$ cat config.mk
export PLATFORM = sky130hd
export DESIGN_NAME = pc_fetch_sequencer_flat
export DESIGN_NICKNAME = d
export VERILOG_FILES = /design/src/rtl/pc_fetch_if.sv /design/src/rtl/pc_fetch_sequencer.sv /design/src/flat_wrapper.sv
export SDC_FILE = /design/constraint.sdc
export NUM_CORES = 1
export LEC_CHECK = 0
export ABC_AREA = 1
export CAP_MARGIN = 10
export CORE_UTILIZATION = 43
export CTS_CLUSTER_DIAMETER = 100
export DETAILED_ROUTE_END_ITERATION = 8
export MAX_ROUTING_LAYER = met4
export PLACE_DENSITY = 0.87
export SETUP_SLACK_MARGIN = 0.4
export SLEW_MARGIN = 20
export SYNTH_ARGS = -nofsm -noshare
export SYNTH_HDL_FRONTEND = slang
export SYNTH_SLANG_ARGS = --single-unit
$ cat constraint.sdc
create_clock -name clk -period 2.7 [get_ports clk]
set_input_delay 0.54 -clock clk [delete_from_list [all_inputs] [get_ports clk]]
set_output_delay 0.54 -clock clk [all_outputs]
set_load 0.05 [all_outputs]
$ cat src/rtl/pc_fetch_if.sv
// pc_fetch_if: instruction-memory request/response bus between the fetch sequencer (master) and imem (slave)
interface pc_fetch_if #(parameter int XLEN = 32) ();
    logic            req_valid;
    logic            req_ready;
    logic [XLEN-1:0] req_addr;
    logic            rsp_valid;
    logic [XLEN-1:0] rsp_data;
    modport master (output req_valid, req_addr, input req_ready, rsp_valid, rsp_data);
    modport slave (input req_valid, req_addr, output req_ready, rsp_valid, rsp_data);
endinterface

$ cat src/rtl/pc_fetch_sequencer.sv
// pc_fetch_sequencer: PC ownership and instruction fetch sequencing; optional MISALIGN_TRAP_EN traps misaligned targets
module pc_fetch_sequencer #(
    parameter int              XLEN      = 32,
    parameter logic [XLEN-1:0] RESET_VEC = '0
) (
    input  logic            clk,
    input  logic            rst,
    input  logic [1:0]      pc_sel_i,
    input  logic [XLEN-1:0] jal_addr_i,
    input  logic [XLEN-1:0] branch_addr_i,
    input  logic [XLEN-1:0] jalr_addr_i,
    input  logic            redirect_valid_i,
    input  logic [XLEN-1:0] redirect_addr_i,
    input  logic            stall_i,
    input  logic            id_ready_i,
    pc_fetch_if.master      imem,
    output logic            if_valid_o,
    output logic [XLEN-1:0] if_pc_o,
    output logic [XLEN-1:0] if_instr_o,
    output logic            misalign_trap_o,
    output logic [XLEN-1:0] misalign_addr_o
);
    typedef enum logic [2:0] {IDLE, REQ, WAIT, HOLD, TRAP} state_e;
    state_e          state_q, state_d;
    logic [XLEN-1:0] pc_q, pc_d, tgt, next_pc, redir, if_pc_q, if_instr_q;
    logic            kill_q, kill_d, if_valid_q, consume, mis;
    assign consume = id_ready_i & ~stall_i;
    assign redir   = redirect_addr_i & ~XLEN'(3);
    assign tgt     = pc_sel_i == 2'd0 ? pc_q + XLEN'(4) :
                     pc_sel_i == 2'd1 ? jal_addr_i :
                     pc_sel_i == 2'd2 ? branch_addr_i : jalr_addr_i & ~XLEN'(1);
`ifdef MISALIGN_TRAP_EN
    logic            mtrap_q;
    logic [XLEN-1:0] maddr_q;
    assign mis     = |tgt[1:0];
    assign next_pc = tgt;
    // Misalign trap pulse and sticky offending address
    always_ff @(posedge clk) begin
        if (rst) begin
            mtrap_q <= 1'b0;
            maddr_q <= '0;
        end else begin
            mtrap_q <= state_q == HOLD && consume && !redirect_valid_i && mis;
            if (state_q == HOLD && consume && !redirect_valid_i && mis) maddr_q <= tgt;
        end
    end
    assign misalign_trap_o = mtrap_q;
    assign misalign_addr_o = maddr_q;
`else
    assign mis             = 1'b0;
    assign next_pc         = tgt & ~XLEN'(3);
    assign misalign_trap_o = 1'b0;
    assign misalign_addr_o = '0;
`endif
    // State register together with PC and stale-response kill flag
    always_ff @(posedge clk) begin
        if (rst) begin
            state_q <= IDLE;
            pc_q    <= RESET_VEC;
            kill_q  <= 1'b0;
        end else begin
            state_q <= state_d;
            pc_q    <= pc_d;
            kill_q  <= kill_d;
        end
    end
    // Next state: redirect beats consume; a redirect with an outstanding request arms kill
    always_comb begin
        state_d = state_q;
        kill_d  = kill_q;
        pc_d    = pc_q;
        case (state_q)
            IDLE: state_d = REQ;
            REQ: begin
                if (imem.req_ready) state_d = WAIT;
                if (redirect_valid_i) kill_d = imem.req_ready;
            end
            WAIT: begin
                if (imem.rsp_valid) begin
                    state_d = redirect_valid_i || kill_q ? REQ : HOLD;
                    kill_d  = 1'b0;
                end else if (redirect_valid_i) kill_d = 1'b1;
            end
            HOLD: begin
                if (redirect_valid_i) state_d = REQ;
                else if (consume) state_d = mis ? TRAP : REQ;
            end
            TRAP: if (redirect_valid_i) state_d = REQ;
            default: state_d = IDLE;
        endcase
        if (state_q != IDLE && redirect_valid_i) pc_d = redir;
        else if (state_q == HOLD && consume && !mis) pc_d = next_pc;
    end
    // Output decode: request is presented only in REQ, at the current PC
    always_comb begin
        imem.req_valid = state_q == REQ;
        imem.req_addr  = pc_q;
    end
    // Decode-side registers: capture a live response, release on consume or redirect
    always_ff @(posedge clk) begin
        if (rst) begin
            if_valid_q <= 1'b0;
            if_pc_q    <= RESET_VEC;
            if_instr_q <= '0;
        end else if (state_q == WAIT && imem.rsp_valid && !kill_q && !redirect_valid_i) begin
            if_valid_q <= 1'b1;
            if_pc_q    <= pc_q;
            if_instr_q <= imem.rsp_data;
        end else if (state_q == HOLD && (redirect_valid_i || consume)) begin
            if_valid_q <= 1'b0;
        end
    end
    assign if_valid_o = if_valid_q;
    assign if_pc_o    = if_pc_q;
    assign if_instr_o = if_instr_q;
endmodule

$ cat src/flat_wrapper.sv
// flat-port wrapper written by rule: the top's interface ports become plain ports
module pc_fetch_sequencer_flat 
#(
    parameter int              XLEN      = 32,
    parameter logic [XLEN-1:0] RESET_VEC = '0
)
  (clk, rst, pc_sel_i, jal_addr_i, branch_addr_i, jalr_addr_i, redirect_valid_i, redirect_addr_i, stall_i, id_ready_i, if_valid_o, if_pc_o, if_instr_o, misalign_trap_o, misalign_addr_o, imem_req_valid, imem_req_addr, imem_req_ready, imem_rsp_valid, imem_rsp_data);
  pc_fetch_if #(.XLEN(XLEN)) imem_i ();
  input  logic clk;
  input  logic rst;
  input  logic [1:0] pc_sel_i;
  input  logic [XLEN-1:0] jal_addr_i;
  input  logic [XLEN-1:0] branch_addr_i;
  input  logic [XLEN-1:0] jalr_addr_i;
  input  logic redirect_valid_i;
  input  logic [XLEN-1:0] redirect_addr_i;
  input  logic stall_i;
  input  logic id_ready_i;
  output logic if_valid_o;
  output logic [XLEN-1:0] if_pc_o;
  output logic [XLEN-1:0] if_instr_o;
  output logic misalign_trap_o;
  output logic [XLEN-1:0] misalign_addr_o;
  output wire logic [$bits(imem_i.req_valid)-1:0] imem_req_valid;
  output wire logic [$bits(imem_i.req_addr)-1:0] imem_req_addr;
  input wire logic [$bits(imem_i.req_ready)-1:0] imem_req_ready;
  input wire logic [$bits(imem_i.rsp_valid)-1:0] imem_rsp_valid;
  input wire logic [$bits(imem_i.rsp_data)-1:0] imem_rsp_data;
  assign imem_req_valid = imem_i.req_valid;
  assign imem_req_addr = imem_i.req_addr;
  assign imem_i.req_ready = imem_req_ready;
  assign imem_i.rsp_valid = imem_rsp_valid;
  assign imem_i.rsp_data = imem_rsp_data;
  pc_fetch_sequencer #(.XLEN(XLEN), .RESET_VEC(RESET_VEC)) u_core (.clk(clk), .rst(rst), .pc_sel_i(pc_sel_i), .jal_addr_i(jal_addr_i), .branch_addr_i(branch_addr_i), .jalr_addr_i(jalr_addr_i), .redirect_valid_i(redirect_valid_i), .redirect_addr_i(redirect_addr_i), .stall_i(stall_i), .id_ready_i(id_ready_i), .imem(imem_i), .if_valid_o(if_valid_o), .if_pc_o(if_pc_o), .if_instr_o(if_instr_o), .misalign_trap_o(misalign_trap_o), .misalign_addr_o(misalign_addr_o));
endmodule
# --- Word level (Yosys, flattened, before mapping) ---
# Cells that the tools add are included.
word_totals:
  ff_bits: 97
  inputBits: 169
  output_inout_bits: 131
  word_cells: 57
classes:
  n_addsub: 1
  n_eq_ne: 12
  muxes: 18
  n_bitwise: 2
  n_reduce_logical: 18
ops:
  columns: ["op", "n"]
  rows:
  - ["$mux W32", 5]
  - ["$add A32 B3 Y32 const B", 1]
  - ["$mux W3", 5]
  - ["$pmux W3 S5", 1]
  - ["$eq A3 B2 Y1 const B", 2]
  - ["$logic_and A1 B1 Y1", 6]
  - ["$ne A2 B2 Y1 const B", 3]
  - ["$reduce_bool A2 Y1", 3]
  - ["$mux W1", 5]
  - ["$reduce_and A4 Y1", 1]
  - ["$eq A3 B1 Y1 const B", 1]
  - ["$eq A3 B3 Y1 const B", 1]
  - ["$logic_not A3 Y1", 1]
  - ["$ne A3 B2 Y1 const B", 1]
  - ["$ne A3 B3 Y1 const B", 1]
  - ["$reduce_and A3 Y1", 1]
  - ["$reduce_bool A3 Y1", 1]
  - ["$eq A2 B1 Y1 const B", 1]
  - ["$eq A2 B2 Y1 const B", 1]
  - ["$logic_not A1 Y1", 2]
  - ["$logic_not A2 Y1", 1]
  - ["$logic_or A1 B1 Y1", 2]
  - ["$mux W2", 1]
  - ["$ne A2 B1 Y1 const B", 1]
  - ["3 further kinds", 3]

# --- Depth between registers and ports, before layout ---
# Gate-level depths: netlist (run 1).
logic_depth:
  depth_word: 6
  mapped_depth: 10
  depth_no_buf: 9

# --- Worst setup path before layout (run 1) ---
# Ideal clock, no wire load.
synth_path:
  path_type: "flip-flop to flip-flop"
  from: "register u_core.pc_q[3], in the netlist u_core.imem.req_addr[3]"
  to: "register u_core.pc_q[16], in the netlist u_core.imem.req_addr[16]"
  setup_time_ps: 71
  arrival_time_ps: 1802
  required_ps: 2629
  path_slack_ps: 828
  stages_incl_launch_ff: 9
  n_path_buf: 0
  synth_period_minus_slack_ps: 1872
  path_cell_list: "dfxtp_1 > ha_1 > nand2_1 > nor2_4 > nand3_2 > nor2_4 > xor2_1 > nand2_1 > a21oi_1"
synth_between:
  elab_chain_cells: 4
synth_rtl:
  columns: ["item", "line_no", "source"]
  rows:
  - ["start: declaration", "pc_fetch_sequencer.sv:25", "logic [XLEN-1:0] pc_q, pc_d, tgt, next_pc, redir, if_pc_q, if_instr_q;"]
  - ["start signal: assignment", "pc_fetch_sequencer.sv:63", "pc_q <= pc_d;"]
  - ["$add A32 B3 Y32", "pc_fetch_sequencer.sv:29", "assign tgt = pc_sel_i == 2'd0 ? pc_q + XLEN'(4) :"]
  - ["$mux W32", "pc_fetch_sequencer.sv:29", null]
  - ["$mux W32", "pc_fetch_sequencer.sv:92", "else if (state_q == HOLD && consume && !mis) pc_d = next_pc;"]
  - ["$mux W32", "pc_fetch_sequencer.sv:91", "if (state_q != IDLE && redirect_valid_i) pc_d = redir;"]
# No other way between the ends. The select of a mux whose other input is x is not followed.
# A chain may end at the register's enable or synchronous reset.

# --- Worst setup path after layout (run 1) ---
layout_path:
  from: "register u_core.pc_q[17], in the netlist u_core.imem.req_addr[17]"
  to: "output imem_req_addr[17]"
layout_rtl:
  columns: ["item", "line_no", "source"]
  rows:
  - ["end: declaration", "flat_wrapper.sv:25", "output wire logic [$bits(imem_i.req_addr)-1:0] imem_req_addr;"]
# No word-level cell between the ends.

==> metrics.md, run 1 <==
| Metric | Value |
|---|---|
| Fraction of registers with async set or reset after synthesis | `0%` |
| Area of the placeable core | `12,700 µm²` |
| Post-Synthesis Cell Area | `~5600 µm²` |
| Highest Clock Rate | `0.441 GHz` |
| Critical path peak fanout | `6` |
| Insertion delay to the later sink of the worst-skew pair | `roughly 0.35 ns` |
| Sequential cell area | `between 1500 and 2000 µm²` |
| Hold/Removal Path Class | `reg -> reg` |
| Crit-path slowest cell | `clkdlybuf4s50_1` |
| Clock tree sinks | `96` |
| Total negative slack | `0 ns` |
| Number of gates resized after CTS | `1` |
| Total number of vias | `6,283` |
| Detail Route Antenna Nets | `0` |
| Total die area | `between 10,000 and 15,000 µm²` |
| Switch Pwr | `approximately 2.1 mW` |
| Clock Path Buffers | `2` |
| Slew margin rel. | `between 60% and 70%` |
| Count of routing violations after the opening detailed-route iteration | `roughly 650` |
| Cts-stage hold buffer count | `0` |
| Die Y-Extent | `between 100 and 150 µm` |
| Standard cell area after detailed placement | `between 8000 and 9000 µm²` |
| Parity-gate share of the synthesized area counting xor and xnor cells | `less than 1%` |
| First-pass GRT wire length | `28,000 µm` |
| Critical Path, Cell by Cell | `clkdlybuf4s50_1` |
| Synth Area in Compound Gates | `about a quarter` |
| Number of maximum-capacitance violations | `0` |
| VDD IR-drop max | `0.367 mV` |
| Number of cells produced by synthesis | `roughly 830` |
| HPWL after DPL | `about 14,000 µm` |
| Static leakage power | `3.30 nW` |
| Antenna cells | `0` |
| Highest routed layer | `met4` |
| CTS Root Buffer Type | `clkbuf_16` |
| Min Clock Period, post-route | `approximately 2.3 ns` |
| Distinct cells, synth | `34` |
| Cell count after placement | `~1,200` |
| Delay of the slowest cell on the worst path | `0.89 ns` |
| Final Hold Viols | `0` |
| Power per Cell Area | `613 nW/µm²` |
| Fill count | `1,101` |
| Portion of the post-synthesis area used by sequential elements | `between 30% and 40%` |
| Initial antenna violation count | `0` |
| Final Setup Violations | `0` |
| Top flip-flop cell by instance count after synthesis | `dfxtp_1` |
| Largest family of logic cells by synthesized area | `simple AND/OR/NAND/NOR gates` |
| Cell Count, Final, Fillers Out | `~1,200` |
| Run status | `completed` |
| Detail Route met2 WL | `between 8000 and 9000 µm` |
| Multiplexer fraction of the synthesized cell area | `0%` |
| Data arrival at the endpoint of the critical path | `1.73 ns` |
| Post-layout net count | `approximately 1,200` |
| Commonest cells post-synth | `121 x nand2_1, 115 x a21oi_1, 101 x inv_1` |
| Area grow syn2layout | `52.0%` |
| Simple-gate share of the synthesized area | `between 20% and 30%` |
| Number of enable-type register cells in the synthesized netlist | `0` |
| Max H-tree Level | `3` |
| Unrepaired setup endpoints after global routing | `no` |
| Final number of max-transition violations | `0` |
| Clk pwr share | `25.0%` |
| Overall Global Routing Usage | `27.6%` |
| Length of routed wiring on met1 | `7340 µm` |
| Placer Congestion | `around 0.92` |
| Layout cells sized above 1 | `under 10%` |
| CTS tree | `yes` |
| Routed vias/inst | `5.03` |
| Number of top-level design ports | `300` |
| Row Count | `41` |
| Starting density of the core | `~44%` |
| Wirelength per Cell | `between 10 and 15 µm` |
| Switching part of the total power | `about 41%` |
| Total area of multi-input combinational cells | `around 3000 µm²` |
| Most instantiated library cell after synthesis | `nand2_1` |
| Type of the worst setup path | `reg -> out` |
| Avg Inst Size Synth | `around 6.7 µm²` |
| Count of input and output buffers | `about 250` |
| Post-synth top area cell | `dfxtp_1` |
| Fraction of power consumed by combinational cells | `40.0%` |
| Total of flip-flops plus latches after synthesis | `96` |
| Post-synth top area share | `approximately a third` |
| Actual transition at the worst max-transition pin | `0.543 ns` |
| Cell internal pwr | `a little over 3 mW` |
| Number of clock buffers inserted by TritonCTS | `9` |
| GRT Residual Overflow | `0` |
| Synthesized-area fraction occupied by adder cells | `0.223%` |
| Chip Width | `116 µm` |
| Category of cells accounting for the largest share of critical-path delay | `buffers and inverters` |
| Final instance area | `between 8000 and 9000 µm²` |
| CP endpoint kind | `primary output` |
| Met3 routed WL | `roughly 1600 µm` |
| Share of total power in sequential cells | `34.9%` |
| Data required time at the worst endpoint | `about 2.2 ns` |
| Leading post-synthesis cells by cell area | `dfxtp_1 34%, a21oi_1 10%, nand2_1 8.1%` |
| # Post-CTS Setup Buffers | `0` |
| Crit share post-route | `83.9%` |
| Total of warnings raised by yosys | `0` |
| Clock-pin slew of the registers on the worst-case setup and hold paths | `0.07 ns` |
| DRC violations left | `0` |
| Combined buffer and inverter count along the critical path | `1` |
| WL final | `18,400 µm` |
| Share of the core filled with cells | `between 60% and 70%` |
| Number of global-route vias before repair | `approximately 5,800` |
| Worst Skew | `~0.01 ns` |
| Element type at the critical path start | `register` |
| Pre-Repair DR Iteration Count | `5` |
| Largest net degree at the start of global routing | `between 50 and 60` |
registers in the layout (all words and copies together), names as in the netlist:
| name | count |
|---|---|
| u_core.if_valid_o | 1 |
| u_core.imem.req_addr | 30 |
| u_core.state_q | 2 |
| u_core.kill_q | 1 |
| u_core.if_instr_o | 32 |
| u_core.if_pc_o | 30 |
cell usage in the layout, fill, tap and decap left out, drive strengths merged:
cell	instances
or2	2
o21ai	73
ha	1
dlymetal6s2s	2
dlygate4sd2	1
buf	21
clkdlybuf4s50	251
and2	3
inv	107
bufinv	1
clkbuf	9
clkinv	2
nor3	14
nor2	105
xor2	3
dfxtp	96
nand2	132
o221a	3
o211ai	8
xnor2	2
o221ai	27
conb	37
o22ai	2
nand4	3
a31oi	4
clkinvlp	1
nand3	51
a21oi	115
o21bai	1
final timing paths:
check | slack, ns | cells past startpoint | endpoint | startpoint
setup / recovery | 0.43 | 1 | imem_req_addr[17] | u_core.imem.req_addr[17]
setup reg to reg | 0.95 | 6 | u_core.if_instr_o[17] | u_core.state_q[1]
hold reg to reg | 0.44 | 2 | u_core.if_instr_o[21] | u_core.if_instr_o[21]
hold / removal | 0.44 | 2 | u_core.if_instr_o[21] | u_core.if_instr_o[21]
through the flow:
| step | setup slack, ns | hold WS (ns) | power [mW] |
|---|---|---|---|
| after global routing | 0.401 | 0.460 | 5.45 |
| after detailed placement | 0.236 | 0.434 | 3.93 |
| final | 0.434 | 0.442 | 5.22 |
| after CTS | 0.416 | 0.444 | 5.23 |
| after floorplan | 0.828 | 0.510 | 3.14 |
| after global placement | 0.253 | 0.430 | 3.90 |
kinds of logic after synthesis:
| family | Yosys count |
|---|---|
| AO/OA/AOI/OAI | 233 |
| XOR/XNOR | 5 |
| adder cells (fa/ha/maj) | 1 |
| buffers and inverters | 187 |
| flip-flops | 96 |
| other | 1 |
| AND/OR/NAND/NOR | 310 |
metal layers:
| layer | up-vias | GRT usage (%) |
|---|---|---|
| li1 | 3151 | - |
| met5 | - | - |
| met3 | 55 | 4.83 |
| met4 | 0 | 14.6 |
| met1 | 2746 | 31.9 |
| met2 | 331 | 45.6 |
area by class of cell:
class                      instances  share of cell area, %
clock inverter                     7                  0.910
tap                              172                   2.53
clock buffer                       9                   2.64
sequential                        96                   22.6
timing repair buffer             275                   32.5
multi-input combinational        586                   34.3
inverter                         104                   4.58
power groups by stage:
stage	Sequential [mW]	Combinational (mW)	Clock [mW]
after global placement	1.84	2.05	0
final	1.82	2.09	1.31
after detailed placement	1.85	2.08	0
after floorplan	2.38	0.756	0
after CTS	1.82	2.09	1.32
after global routing	1.85	2.22	1.38
No activity file was read; power rests on OpenSTA's default activity.
==> inputs of run 2 (changes only) <==
--- a/config.mk
+++ b/config.mk
@@ -7,11 +7,11 @@
 export LEC_CHECK = 0
 export ABC_AREA = 1
 export CAP_MARGIN = 10
-export CORE_UTILIZATION = 43
+export CORE_UTILIZATION = 40
 export CTS_CLUSTER_DIAMETER = 100
 export DETAILED_ROUTE_END_ITERATION = 8
 export MAX_ROUTING_LAYER = met4
-export PLACE_DENSITY = 0.87
+export PLACE_DENSITY = 0.82
 export SETUP_SLACK_MARGIN = 0.4
 export SLEW_MARGIN = 20
 export SYNTH_ARGS = -nofsm -noshare
==> constraint.sdc (replaced) <==
create_clock -name clk -period 2.2 [get_ports clk]
set_input_delay 0.44 -clock clk [delete_from_list [all_inputs] [get_ports clk]]
set_output_delay 0.44 -clock clk [all_outputs]
set_load 0.05 [all_outputs]
==> run 2 against run 1 <==
Compared with the run above:
- sequential power grew 19%
- global-route usage shrank 1.2 points
- flip-flop and latch count is the same
- core utilization shrank 3.2 points
- critical path type unchanged
- largest power group unchanged
- highest routed layer unchanged
==> metrics.md, run 2 (synthesis gave the netlist of run 1 again) <==
| Metric | Value |
|---|---|
| Fin Hold WS | `~0.44 ns` |
| Combined buffer and inverter count along the critical path | `1` |
| Setup slack after layout | `around 0.44 ns` |
| Count of input and output buffers | `~250` |
| CTS tree | `yes` |
| Worst slack at placement | `-0.0419 ns` |
| Hold/Removal Path Class | `reg -> reg` |
| Most common cell after layout, fill and taps aside | `clkdlybuf4s50_1` |
| Crit share post-route | `between 80 and 90%` |
| Largest net degree at the start of global routing | `49` |
| Number of maximum-capacitance violations | `0` |
| Total number of vias | `6,430` |
| Max H-tree Level | `3` |
| Detail Route Antenna Nets | `0` |
| Clock tree sinks | `between 90 and 100` |
| Power per Cell Area | `around 760 nW/µm²` |
| Static leakage power | `between 3 and 4 nW` |
| GRT Residual Overflow | `0` |
| Final Setup Violations | `0` |
| Final instance area | `8620 µm²` |
| Sequential cell area | `~1900 µm²` |
| Row Count | `42` |
| Delay of the slowest cell on the worst path | `0.56 ns` |
| Min Clock Period, post-route | `~1.8 ns` |
| Data required time at the worst endpoint | `between 1.5 and 2 ns` |
| Number of top-level design ports | `300` |
| Share of the core filled with cells | `roughly 64%` |
| Total area of multi-input combinational cells | `slightly below 3000 µm²` |
| Crit-path slowest cell | `clkdlybuf4s15_1` |
| Initial antenna violation count | `0` |
| CP endpoint kind | `primary output` |
| Standard cell area after detailed placement | `between 8000 and 9000 µm²` |
| Cell count after placement | `1,258` |
| Clock-pin slew of the registers on the worst-case setup and hold paths | `0.07 ns` |
| Critical path peak fanout | `5` |
| Total die area | `14,500 µm²` |
| Post-layout net count | `~1,300` |
| Critical Path, Cell by Cell | `clkdlybuf4s15_1` |
| # Post-CTS Setup Buffers | `0` |
| Wirelength per Cell | `14.9 µm` |
| Insertion delay to the later sink of the worst-skew pair | `roughly 0.34 ns` |
| Number of clock buffers inserted by TritonCTS | `9` |
| Area of the placeable core | `13,500 µm²` |
| Category of cells accounting for the largest share of critical-path delay | `buffers and inverters` |
| Clock Path Buffers | `2` |
| Layout cells sized above 1 | `under 10%` |
| Cell Count, Final, Fillers Out | `1,273` |
| Highest-count cells in the layout ignoring fill and taps | `159 x clkdlybuf4s50_1, 121 x nand2_1, 115 x a21oi_1` |
| Chip Width | `between 100 and 150 µm` |
| Type of the worst setup path | `reg -> out` |
| Routed vias/inst | `roughly 5` |
| CTS Root Buffer Type | `clkbuf_16` |
| Number of global-route vias before repair | `a little under 6,000` |
| Antenna cells | `0` |
| Final number of max-transition violations | `0` |
| First-pass GRT wire length | `~30,000 µm` |
| Overall Global Routing Usage | `26.4%` |
| Placer Congestion | `between 0.9 and 1` |
| Highest Clock Rate | `~0.57 GHz` |
| Total negative slack | `0 ns` |
| Starting density of the core | `between 40% and 50%` |
| Run status | `completed` |
| Die Y-Extent | `about 120 µm` |
| Data arrival at the endpoint of the critical path | `approximately 1.3 ns` |
| Slew margin rel. | `between 60 and 70%` |
| Pre-Repair DR Iteration Count | `5` |
| VDD IR-drop max | `roughly 0.36 mV` |
| Worst Skew | `around 0.015 ns` |
| Actual transition at the worst max-transition pin | `roughly 0.54 ns` |
| Cts-stage hold buffer count | `0` |
| Area grow syn2layout | `53.7%` |
| Element type at the critical path start | `register` |
| Final Hold Viols | `0` |
| Count of routing violations after the opening detailed-route iteration | `584` |
| Total power draw | `6.58 mW` |
| Max FFs per register | `32` |
| Number of gates resized after CTS | `between 100 and 150` |
| Unrepaired setup endpoints after global routing | `yes` |
| WL final | `between 15,000 and 20,000 µm` |
| HPWL after DPL | `roughly 15,000 µm` |
| Fill count | `between 1,000 and 1,500` |
| DRC violations left | `0` |
[run 2: cell count changes in the layout (fill, tap and decap cells not counted), moves of 3 or more]
cell,change
inv_6,-3
dfxtp_1,-3
dlygate4sd2_1,+81
dfxtp_2,+3
buf_4,+23
clkdlybuf4s50_1,-92
clkdlybuf4s15_2,+6
[run 2: final timing paths]
kind                                                from                    end  slack (ns)  cells after the start
worst max-delay path            u_core.imem.req_addr[31]      imem_req_addr[31]        0.44                      1
worst min-delay path                  u_core.if_pc_o[31]     u_core.if_pc_o[31]        0.44                      2
worst max register to register         u_core.state_q[1]  u_core.if_instr_o[23]        0.59                      6
worst min register to register        u_core.if_pc_o[31]     u_core.if_pc_o[31]        0.44                      2
[run 2: final cells by class]
cell class / instances / share of cell area [%]
clock buffer: 12 / 2.86
tap: 176 / 2.56
inverter: 104 / 4.53
sequential: 96 / 22.3
clock inverter: 3 / 1.05
multi-input combinational: 586 / 34.0
timing repair buffer: 296 / 32.6
[run 2: power breakdown]
| group | total [mW] | switching [mW] | internal [mW] | leakage (nW) |
|---|---|---|---|---|
| clock | 1.78 | 0.647 | 1.14 | 0.163 |
| combinational | 2.64 | 1.75 | 0.889 | 2.83 |
| sequential | 2.16 | 0.192 | 1.96 | 0.783 |
[run 2: metal layers]
layer / GRT usage, % / routed length (µm) / vias up
li1: - / - / 3202
met1: 32.8 / 7860 / 2880
met2: 44.0 / 9230 / 318
met3: 4.15 / 1380 / 30
met4: 8.33 / 433 / 0
met5: - / 0 / -
